`src/rtl/alu_seq_unit.sv`:
```
// ---------------------------------------------------------------------------
// alu_seq_unit
//   Registered ALU for the PLC core datapath. It handles logic, shift/rotate,
//   add/sub with carry, and unsigned compares in one cycle. A shift-add
//   multiplier (MULL/MULH) takes DATA_W+1 cycles from start to valid. A
//   comparator flag register accumulates compare results in load/AND/OR mode.
//
//   Optional build macro: ALU_SIGNED_CMP_EN
//     When it is defined:
//       - the GT/GE/LE/LT compares are two's-complement signed;
//       - SHR1 (0101) and SHR-by-B (10011) fill from the sign bit;
//       - MULH returns the signed high half of the product.
//     When it is not defined, all of these operations are unsigned.
//
//   Ports:
//     CLK             system clock, all state on the rising edge
//     CPU_Reset       synchronous active-high reset
//     ALU_Start       1-cycle pulse that captures the opcode and operands
//     ALU_OPCode[4:0] operation select
//     ALU_A, ALU_B    operands (DATA_W bits)
//     CMPREG_EN       enables the flag update on compare ops
//     CMP_Mode[1:0]   flag mode: 00 load, 01 AND, 10 OR, 11 hold
//     ALU_Result      registered result, held until the next completion
//     ALU_Valid       1-cycle pulse when the result and flags update
//     ALU_Busy        high while a multiply is iterating
//     ALU_Carry       add carry / sub borrow, 0 for other ops
//     ALU_Zero        result == 0, updated with ALU_Valid
//     ALU_CompareFlag comparator flag register
// ---------------------------------------------------------------------------
module alu_seq_unit #(
  parameter int DATA_W    = 8,
  parameter int MUL_CNT_W = $clog2(DATA_W) + 1
) (
  input  logic              CLK,
  input  logic              CPU_Reset,
  input  logic              ALU_Start,
  input  logic [4:0]        ALU_OPCode,
  input  logic [DATA_W-1:0] ALU_A,
  input  logic [DATA_W-1:0] ALU_B,
  input  logic              CMPREG_EN,
  input  logic [1:0]        CMP_Mode,
  output logic [DATA_W-1:0] ALU_Result,
  output logic              ALU_Valid,
  output logic              ALU_Busy,
  output logic              ALU_Carry,
  output logic              ALU_Zero,
  output logic              ALU_CompareFlag
);

  localparam int SH_W   = $clog2(DATA_W);
  localparam int PROD_W = 2 * DATA_W;

  typedef enum logic [1:0] {
    IDLE = 2'd0,
    MUL  = 2'd1,
    DONE = 2'd2
  } state_t;

  state_t state_reg, state_next;

  logic [DATA_W-1:0]    result_reg;
  logic                 valid_reg;
  logic                 carry_reg;
  logic                 zero_reg;
  logic                 flag_reg;
  logic [PROD_W-1:0]    acc_reg;
  logic [DATA_W-1:0]    mcand_reg;
  logic                 neg_reg;
  logic                 high_reg;
  logic [MUL_CNT_W-1:0] cnt_reg;

  logic accept;
  logic is_mul_op;
  logic mul_last;

  // DONE behaves like IDLE for new starts; only an iterating multiply blocks.
  assign accept    = ALU_Start && (state_reg != MUL);
  assign is_mul_op = (ALU_OPCode == 5'b10000) || (ALU_OPCode == 5'b10001);
  assign mul_last  = (cnt_reg == MUL_CNT_W'(DATA_W - 1));

  // ---------------- single-cycle datapath ----------------
  logic [DATA_W:0]   add_full;
  logic [DATA_W:0]   sub_full;
  logic [SH_W-1:0]   sh_amt;
  logic [DATA_W-1:0] shr1;
  logic [DATA_W-1:0] shrn;
  logic              a_lt_b;
  logic              a_gt_b;

  // The extra top bit of each sum is the carry (add) or the borrow (sub).
  assign add_full = {1'b0, ALU_A} + {1'b0, ALU_B};
  assign sub_full = {1'b0, ALU_A} - {1'b0, ALU_B};
  assign sh_amt   = ALU_B[SH_W-1:0];

`ifdef ALU_SIGNED_CMP_EN
  assign a_lt_b = $signed(ALU_A) < $signed(ALU_B);
  assign a_gt_b = $signed(ALU_A) > $signed(ALU_B);
  assign shr1   = {ALU_A[DATA_W-1], ALU_A[DATA_W-1:1]};
  assign shrn   = $signed(ALU_A) >>> sh_amt;
`else
  assign a_lt_b = ALU_A < ALU_B;
  assign a_gt_b = ALU_A > ALU_B;
  assign shr1   = {1'b0, ALU_A[DATA_W-1:1]};
  assign shrn   = ALU_A >> sh_amt;
`endif

  logic [DATA_W-1:0] op_result;
  logic              op_carry;
  logic              op_is_cmp;
  logic              cmp_bit;

  always_comb begin
    op_result = '0;
    op_carry  = 1'b0;
    op_is_cmp = 1'b0;
    cmp_bit   = 1'b0;
    case (ALU_OPCode)
      5'b00000: op_result = ALU_A & ALU_B;
      5'b00001: op_result = ALU_A | ALU_B;
      5'b00010: op_result = ~ALU_A;
      5'b00011: op_result = ALU_A ^ ALU_B;
      5'b00100: op_result = {ALU_A[DATA_W-2:0], 1'b0};
      5'b00101: op_result = shr1;
      5'b00110: op_result = {ALU_A[DATA_W-2:0], ALU_A[DATA_W-1]};
      5'b00111: op_result = {ALU_A[0], ALU_A[DATA_W-1:1]};
      5'b01000: begin
        op_result = add_full[DATA_W-1:0];
        op_carry  = add_full[DATA_W];
      end
      5'b01001: begin
        op_result = sub_full[DATA_W-1:0];
        op_carry  = sub_full[DATA_W];
      end
      5'b01010: begin op_is_cmp = 1'b1; cmp_bit = (ALU_A == ALU_B); end
      5'b01011: begin op_is_cmp = 1'b1; cmp_bit = a_gt_b;           end
      5'b01100: begin op_is_cmp = 1'b1; cmp_bit = !a_lt_b;          end
      5'b01101: begin op_is_cmp = 1'b1; cmp_bit = (ALU_A != ALU_B); end
      5'b01110: begin op_is_cmp = 1'b1; cmp_bit = !a_gt_b;          end
      5'b01111: begin op_is_cmp = 1'b1; cmp_bit = a_lt_b;           end
      5'b10010: op_result = ALU_A << sh_amt;
      5'b10011: op_result = shrn;
      default:  op_result = '0;  // multiply handled separately, rest reserved
    endcase
    if (op_is_cmp) begin
      op_result = {{(DATA_W-1){1'b0}}, cmp_bit};
    end
  end

  logic flag_next;

  always_comb begin
    flag_next = flag_reg;
    if (op_is_cmp && CMPREG_EN) begin
      case (CMP_Mode)
        2'b00:   flag_next = cmp_bit;
        2'b01:   flag_next = flag_reg & cmp_bit;
        2'b10:   flag_next = flag_reg | cmp_bit;
        default: flag_next = flag_reg;
      endcase
    end
  end

  // ---------------- iterative multiplier ----------------
  // Operands are reduced to magnitudes, multiplied unsigned, and the product is
  // negated at the end when the operand signs differ. In the unsigned build
  // the sign terms are tied to zero.
  logic              a_neg;
  logic              b_neg;
  logic [DATA_W-1:0] a_mag;
  logic [DATA_W-1:0] b_mag;

`ifdef ALU_SIGNED_CMP_EN
  assign a_neg = ALU_A[DATA_W-1];
  assign b_neg = ALU_B[DATA_W-1];
`else
  assign a_neg = 1'b0;
  assign b_neg = 1'b0;
`endif

  assign a_mag = a_neg ? (~ALU_A + DATA_W'(1)) : ALU_A;
  assign b_mag = b_neg ? (~ALU_B + DATA_W'(1)) : ALU_B;

  // The accumulator low half starts out holding the multiplier. Each step:
  //   - if the low bit is 1, add the multiplicand into the high half;
  //   - shift the whole accumulator right by one.
  // After DATA_W steps the accumulator holds the full product.
  logic [DATA_W:0]   mul_sum;
  logic [PROD_W-1:0] acc_step;
  logic [PROD_W-1:0] prod;
  logic [DATA_W-1:0] mul_result;

  assign mul_sum    = {1'b0, acc_reg[PROD_W-1:DATA_W]}
                    + (acc_reg[0] ? {1'b0, mcand_reg} : {(DATA_W+1){1'b0}});
  assign acc_step   = {mul_sum, acc_reg[DATA_W-1:1]};
  assign prod       = neg_reg ? (~acc_step + PROD_W'(1)) : acc_step;
  assign mul_result = high_reg ? prod[PROD_W-1:DATA_W] : prod[DATA_W-1:0];

  // ---------------- control FSM ----------------
  always_ff @(posedge CLK) begin
    if (CPU_Reset) begin
      state_reg <= IDLE;
    end else begin
      state_reg <= state_next;
    end
  end

  always_comb begin
    state_next = state_reg;
    case (state_reg)
      IDLE, DONE: state_next = (accept && is_mul_op) ? MUL : IDLE;
      MUL:        if (mul_last) state_next = DONE;
      default:    state_next = IDLE;
    endcase
  end

  // ---------------- result / flag registers ----------------
  always_ff @(posedge CLK) begin
    if (CPU_Reset) begin
      result_reg <= '0;
      valid_reg  <= 1'b0;
      carry_reg  <= 1'b0;
      zero_reg   <= 1'b0;
      flag_reg   <= 1'b0;
      acc_reg    <= '0;
      mcand_reg  <= '0;
      neg_reg    <= 1'b0;
      high_reg   <= 1'b0;
      cnt_reg    <= '0;
    end else begin
      valid_reg <= 1'b0;
      if (state_reg == MUL) begin
        acc_reg <= acc_step;
        cnt_reg <= cnt_reg + MUL_CNT_W'(1);
        if (mul_last) begin
          result_reg <= mul_result;
          carry_reg  <= 1'b0;
          zero_reg   <= (mul_result == '0);
          valid_reg  <= 1'b1;
        end
      end else if (accept) begin
        if (is_mul_op) begin
          acc_reg   <= {{DATA_W{1'b0}}, b_mag};
          mcand_reg <= a_mag;
          neg_reg   <= a_neg ^ b_neg;
          high_reg  <= ALU_OPCode[0];
          cnt_reg   <= '0;
        end else begin
          result_reg <= op_result;
          carry_reg  <= op_carry;
          zero_reg   <= (op_result == '0);
          valid_reg  <= 1'b1;
          flag_reg   <= flag_next;
        end
      end
    end
  end

  assign ALU_Result      = result_reg;
  assign ALU_Valid       = valid_reg;
  assign ALU_Busy        = (state_reg == MUL);
  assign ALU_Carry       = carry_reg;
  assign ALU_Zero        = zero_reg;
  assign ALU_CompareFlag = flag_reg;

endmodule
```
`config.mk`:
```
export PLATFORM = sky130hd
export DESIGN_NAME = alu_seq_unit
export DESIGN_NICKNAME = d
export VERILOG_FILES = /design/src/rtl/alu_seq_unit.sv
export SDC_FILE = /design/constraint.sdc
export NUM_CORES = 1
export LEC_CHECK = 0
export BUFFER_PORTS_ARGS = -buffer_cell sky130_fd_sc_hd__buf_2
export CAP_MARGIN = 10
export CORE_ASPECT_RATIO = 1.25
export CORE_MARGIN = 2
export CORE_UTILIZATION = 50
export DETAILED_ROUTE_END_ITERATION = 8
export GPL_ROUTABILITY_DRIVEN = 0
export GPL_TIMING_DRIVEN = 0
export MAX_ROUTING_LAYER = met4
export PLACE_DENSITY = 0.69
export SYNTH_ARGS = -nofsm -noshare
export SYNTH_HDL_FRONTEND = slang
export SYNTH_SLANG_ARGS = --single-unit
```
`constraint.sdc`:
```
create_clock -name CLK -period 7.8 [get_ports CLK]
set_input_delay 1.56 -clock CLK [delete_from_list [all_inputs] [get_ports CLK]]
set_output_delay 1.56 -clock CLK [all_outputs]
set_load 0.005 [all_outputs]
```
# After elaboration in Yosys (flattened, before gate mapping)
# Index checks and enable logic that the tools add are counted.
dict set report classes {
  addsub 4
  n_lt_le_gt_ge 2
  n_eq_ne 29
  n_shift 2
  mux 33
  n_bitwise 8
  n_reduce_logical 20
}
# op count
set ops {}
lappend ops {{8-bit one-hot mux with 12 select lines} 1}
lappend ops {{8-bit 2-to-1 mux} 7}
lappend ops {{16-bit 2-to-1 mux} 3}
lappend ops {{5-bit by 4-bit == test with 1-bit output (second input constant)} 8}
lappend ops {{5-bit by 3-bit == test with 1-bit output (second input constant)} 4}
lappend ops {{5-bit == test (second input constant)} 4}
lappend ops {{8-bit by 8-bit adder with 9-bit output} 2}
lappend ops {{8-bit zero test} 2}
lappend ops {{1-bit 2-to-1 mux} 14}
lappend ops {{4-bit 2-to-1 mux} 3}
lappend ops {{5-bit by 2-bit == test with 1-bit output (second input constant)} 2}
lappend ops {{8-bit by 8-bit subtractor with 9-bit output} 1}
lappend ops {{8-bit bitwise AND} 1}
lappend ops {{8-bit == test} 1}
lappend ops {{8-bit greater-than comparator} 1}
lappend ops {{8-bit less-than comparator} 1}
lappend ops {{8-bit != test} 1}
lappend ops {{8-bit NOT} 1}
lappend ops {{8-bit OR} 1}
lappend ops {{8-bit by 3-bit left shift with 8-bit output} 1}
lappend ops {{8-bit by 3-bit >> shifter with 8-bit output} 1}
lappend ops {{8-bit bitwise XOR} 1}
lappend ops {{1-bit one-hot mux with 6 select lines} 1}
lappend ops {{3-bit AND reduction} 2}
lappend ops {{other kinds (25)} 34}
dict set report word_totals {
  reg_bits 43
  input_bits 27
  out_inout_bits 13
  wordCells 108
}

# Logic depth before layout (Yosys ltp)
dict set report depth {
  depth_word 8
  ltp_mapped 11
  mapped_depth_nobuf 11
}

# Worst setup path after synthesis
# Ideal clock, no wire load.
dict set report synth_path {
  kind {input port to flip-flop}
  from {input ALU_B[1]}
  to {register result_reg[6], in the netlist ALU_Result[6]}
  t_arrival_ns 3.876
  path_slack_ns 3.854
  path_stages 11
  n_path_buf 2
  cell_sequence {buf_2 > buf_2 > inv_1 > fa_1 > nor3b_1 > or3_1 > a311oi_1 > xnor2_1 > a211oi_1 > a211o_1 > a21oi_1}
}
dict set report synth_via {
  elab_chain_cells 6
  word_cells_on_any_way 9
  cone_classes {2 x add/sub; 2 x shift; 5 x mux}
}
# element line_no
set synth_lines {}
lappend synth_lines {{start, declared} 39} ;# input logic [DATA_W-1:0] ALU_B,
lappend synth_lines {{8-bit by 8-bit subtractor with 9-bit output (tied with other cells)} 92} ;# assign sub_full = {1'b0, ALU_A} - {1'b0, ALU_B};
lappend synth_lines {{8-bit one-hot mux with 12 select lines (*)} 117} ;# case (ALU_OPCode)
lappend synth_lines {{8-bit 2-to-1 mux (*)} 144} ;# if (op_is_cmp) begin
lappend synth_lines {{8-bit 2-to-1 mux (*)} 241} ;# if (is_mul_op) begin
lappend synth_lines {{8-bit 2-to-1 mux (*)} 240} ;# end else if (accept) begin
lappend synth_lines {{8-bit 2-to-1 mux (*)} 231} ;# if (state_reg == MUL) begin
lappend synth_lines {{end signal, assigned} 235} ;# result_reg <= mul_result;
lappend synth_lines {{end signal, assigned} 248} ;# result_reg <= op_result;
lappend synth_lines {{end, declared} 61} ;# logic [DATA_W-1:0] result_reg;
# Every way passes the cells marked *; elsewhere a longest branch is shown, timed or not. The select of a mux whose other input is x is not followed.
# A chain may end at the register's enable or synchronous reset.

# Worst setup path after layout
# Same ends and word-level chain as after synthesis.

==> impl_metrics.csv <==
group,metric,value,unit
timing,tns,0,ns
run,cap_violations,0,
timing,setup_viol,0,
worst_setup_path,setup.worst_path.class,"in -> reg",
layout,instances_no_fill,747,
route,vias,4739,
status,status,"completed",
timing,worst_pin_slew,0.829,ns
logic_synthesis,syn_area_per_cell,7.58,sq um
route,vias_per_cell,6.34,
layout,mostFrequentLayoutCells,"a21oi_1 (62), buf_2 (50), nor2_1 (49)",
worst_setup_path,cpMostUsedCell,"buf_2",
route,met2_length,6870,um
timing,period_share,0.550,
worst_setup_path,start_kind,"input pin",
placed_design,dp_cells,739,
floorplanning,rows,38,
cts,clk_root_buffer_cell,"clkbuf_8",
logic_synthesis,syn-cell-area,4420,sq um
timing,fin_worst_skew,0.00459,ns
timing,drv_slew,0,
route,drt-total-wl,14100,um
worst_setup_path,cp_slowest_stage_delay,0.44,ns
global_routing,grt_overflow,0,
cts,clk_latency,0.31,ns
logic_synthesis,async_flop_share,0,
route,wl_met3,981,um
route,wl_met1,5360,um
logic_synthesis,postSynthCellCount,583,
logic_synthesis,yosysUniqueCellTypes,74,
cts,cts_buffers,5,
cts,cts_buffer_depth,2,
power_and_ir_drop,p_per_area,116,nW/um^2
worst_setup_path,cp.buffers_inverters,4,
route,route.top_layer_used,"met4",
cts,clkSinkCount,43,
layout,num_antenna_cells,0,
route,wl_per_cell,18.8,um
timing,rsz0062_at_grt,"false",
worst_setup_path,crit_family,"compound AO/OA/AOI/OAI gates",
floorplanning,pin_count,40,
layout,drive_gt1_frac,0.145,
global_routing,grt_pass1_wl,22300,um
global_routing,grt.total_usage,0.308,
floorplanning,die_h,109,um
layout,layout_commonest_cell,"a21oi_1",
route,first_iter_violations,352,
timing,hold_violations,0,
logic_synthesis,yosysWarningCount,0,
logic_synthesis,synth-edff-count,0,
layout,areaGrowthSynthToFinish,9.82,%
logic_synthesis,syn-num-nets,650,
placed_design,dp_hpwl,10900,um
placed_design,io_buffers,36,
floorplanning,die_w,88.1,um
global_routing,antenna_found_initial,0,
cts,cts_hold_buffers,0,
cts,cts_tree,"yes",
route,ant_nets,0,
cts,htree_levels,2,
timing,max_freq,233,MHz
global_routing,grt_max_degree,14,
worst_setup_path,end_kind,"register",
logic_synthesis,ys_seq_area_frac,0.195,
worst_setup_path,critical_path.max_fanout,10,
timing,timing.slew.headroom,0.440,
route,drc_errors,0,
floorplanning,dieArea,9610,sq um
worst_setup_path,critical_path.cell_chain,"buf_2 -> buf_2 -> buf_2 -> inv_1 -> fa_1 -> nor3b_1 -> or3_1 -> a311oi_1 -> xnor2_1 -> a211oi_1 -> a211o_1 -> a21oi_1",
cts,postCtsSetupBuffers,0,
hold_path,hp-class,"reg -> reg",
power_and_ir_drop,peakVddDrop,70.1,uV
timing,final.min_clock_period,4.29,ns
worst_setup_path,slowest_stage,"fa_1",
floorplanning,start_util,0.511,
floorplanning,placeableCoreArea,8650,sq um
route,drtPass1Iterations,5,
power_and_ir_drop,power.leakage,1.99,nW
global_routing,grt_pass1_vias,4383,
layout,nets,693,
cts,cts_resized,0,
cts,clk_pin_slew,0.08,ns
logic_synthesis,synth_flop_cell,"dfxtp_1",
worst_setup_path,arrival,4.47,ns
layout,largest_reg_flops,16,
worst_setup_path,crit_required,7.98,ns
logic_synthesis,synth_seq_cells,43,
-- final cells by class --
class / instances / area (sq um)
inverter: 33 / 124
clock inverter: 1 / 7.51
timing repair buffer: 36 / 180
sequential: 43 / 861
multi-input combinational: 463 / 3230
fill: 862 / 3800
clock buffer: 7 / 96.3
buffer: 44 / 205
tap: 120 / 150
-- power by group --
part	switching (mW)	internal [mW]
logic	0.107	0.0669
clock network	0.0807	0.0805
registers	0.00360	0.225
total	0.191	0.372
-- worst register-to-register path: stages, from the launching register on --
cell,delay (ns)
dfxtp_1,0.37
and2_1,0.18
ha_1,0.22
fa_1,0.44
a21o_1,0.18
a211o_1,0.30
a31oi_1,0.30
nand4b_1,0.14
a2111oi_0,0.48
a31oi_1,0.16
o31ai_1,0.08
-- metrics by stage --
stage	cell area (sq um)	hold slack, ns	power, mW	worst slack (ns)	utilization
global route	4850	0.480	0.588	3.34	0.561
detailed placement	4750	0.446	0.403	3.25	0.549
CTS	4850	0.458	0.560	3.57	0.561
global placement	4750	0.443	0.399	3.27	0.549
finish	4850	0.456	0.564	3.51	0.561
floorplan	4420	0.432	0.350	3.85	-
-- metal layers --
layer  global-route usage  vias to the layer above
met5                    -                        -
li1                     -                     2226
met4                0.169                        0
met2                0.512                      239
met3               0.0341                       67
met1                0.360                     2207
-- cell usage after synthesis, drive strengths merged, types with 5 or more instances --
cell type,instances,area [sq um]
a211oi,14,110
a21o,5,37.5
a21oi,62,310
a311oi,9,78.8
a31oi,11,68.8
and2,11,68.8
buf,18,108
clkbuf,26,97.6
dfxtp,43,861
ha,37,463
inv,31,116
mux2i,10,100
mux4,8,180
nand2,48,180
nand2b,18,113
nand3,16,80.1
nand4,6,37.5
nor2,52,208
nor2b,15,93.8
nor3,12,65.1
nor4,10,90.1
o2111ai,5,43.8
o211ai,7,52.6
o21ai,24,120
or2,7,43.8
xnor2,5,43.8
-- logic make-up after synthesis --
logic type      count (synthesis)  synth area share
simple gates                  215             0.258
compound gates                181             0.271
buf+inv                        77            0.0744
flops                          43             0.195
fa+ha+maj                      40             0.118
mux                            22            0.0736
xor+xnor                        5           0.00991
-- final timing paths --
check	startpoint	endpoint	slack (ns)	depth (start not counted)
min	mcand_reg[7]	mcand_reg[7]	0.46	2
min reg2reg	mcand_reg[7]	mcand_reg[7]	0.46	2
max reg2reg	acc_reg[0]	ALU_Zero	4.86	10
max	ALU_B[1]	ALU_Result[6]	3.51	12
(Power assumes the default switching activity.)
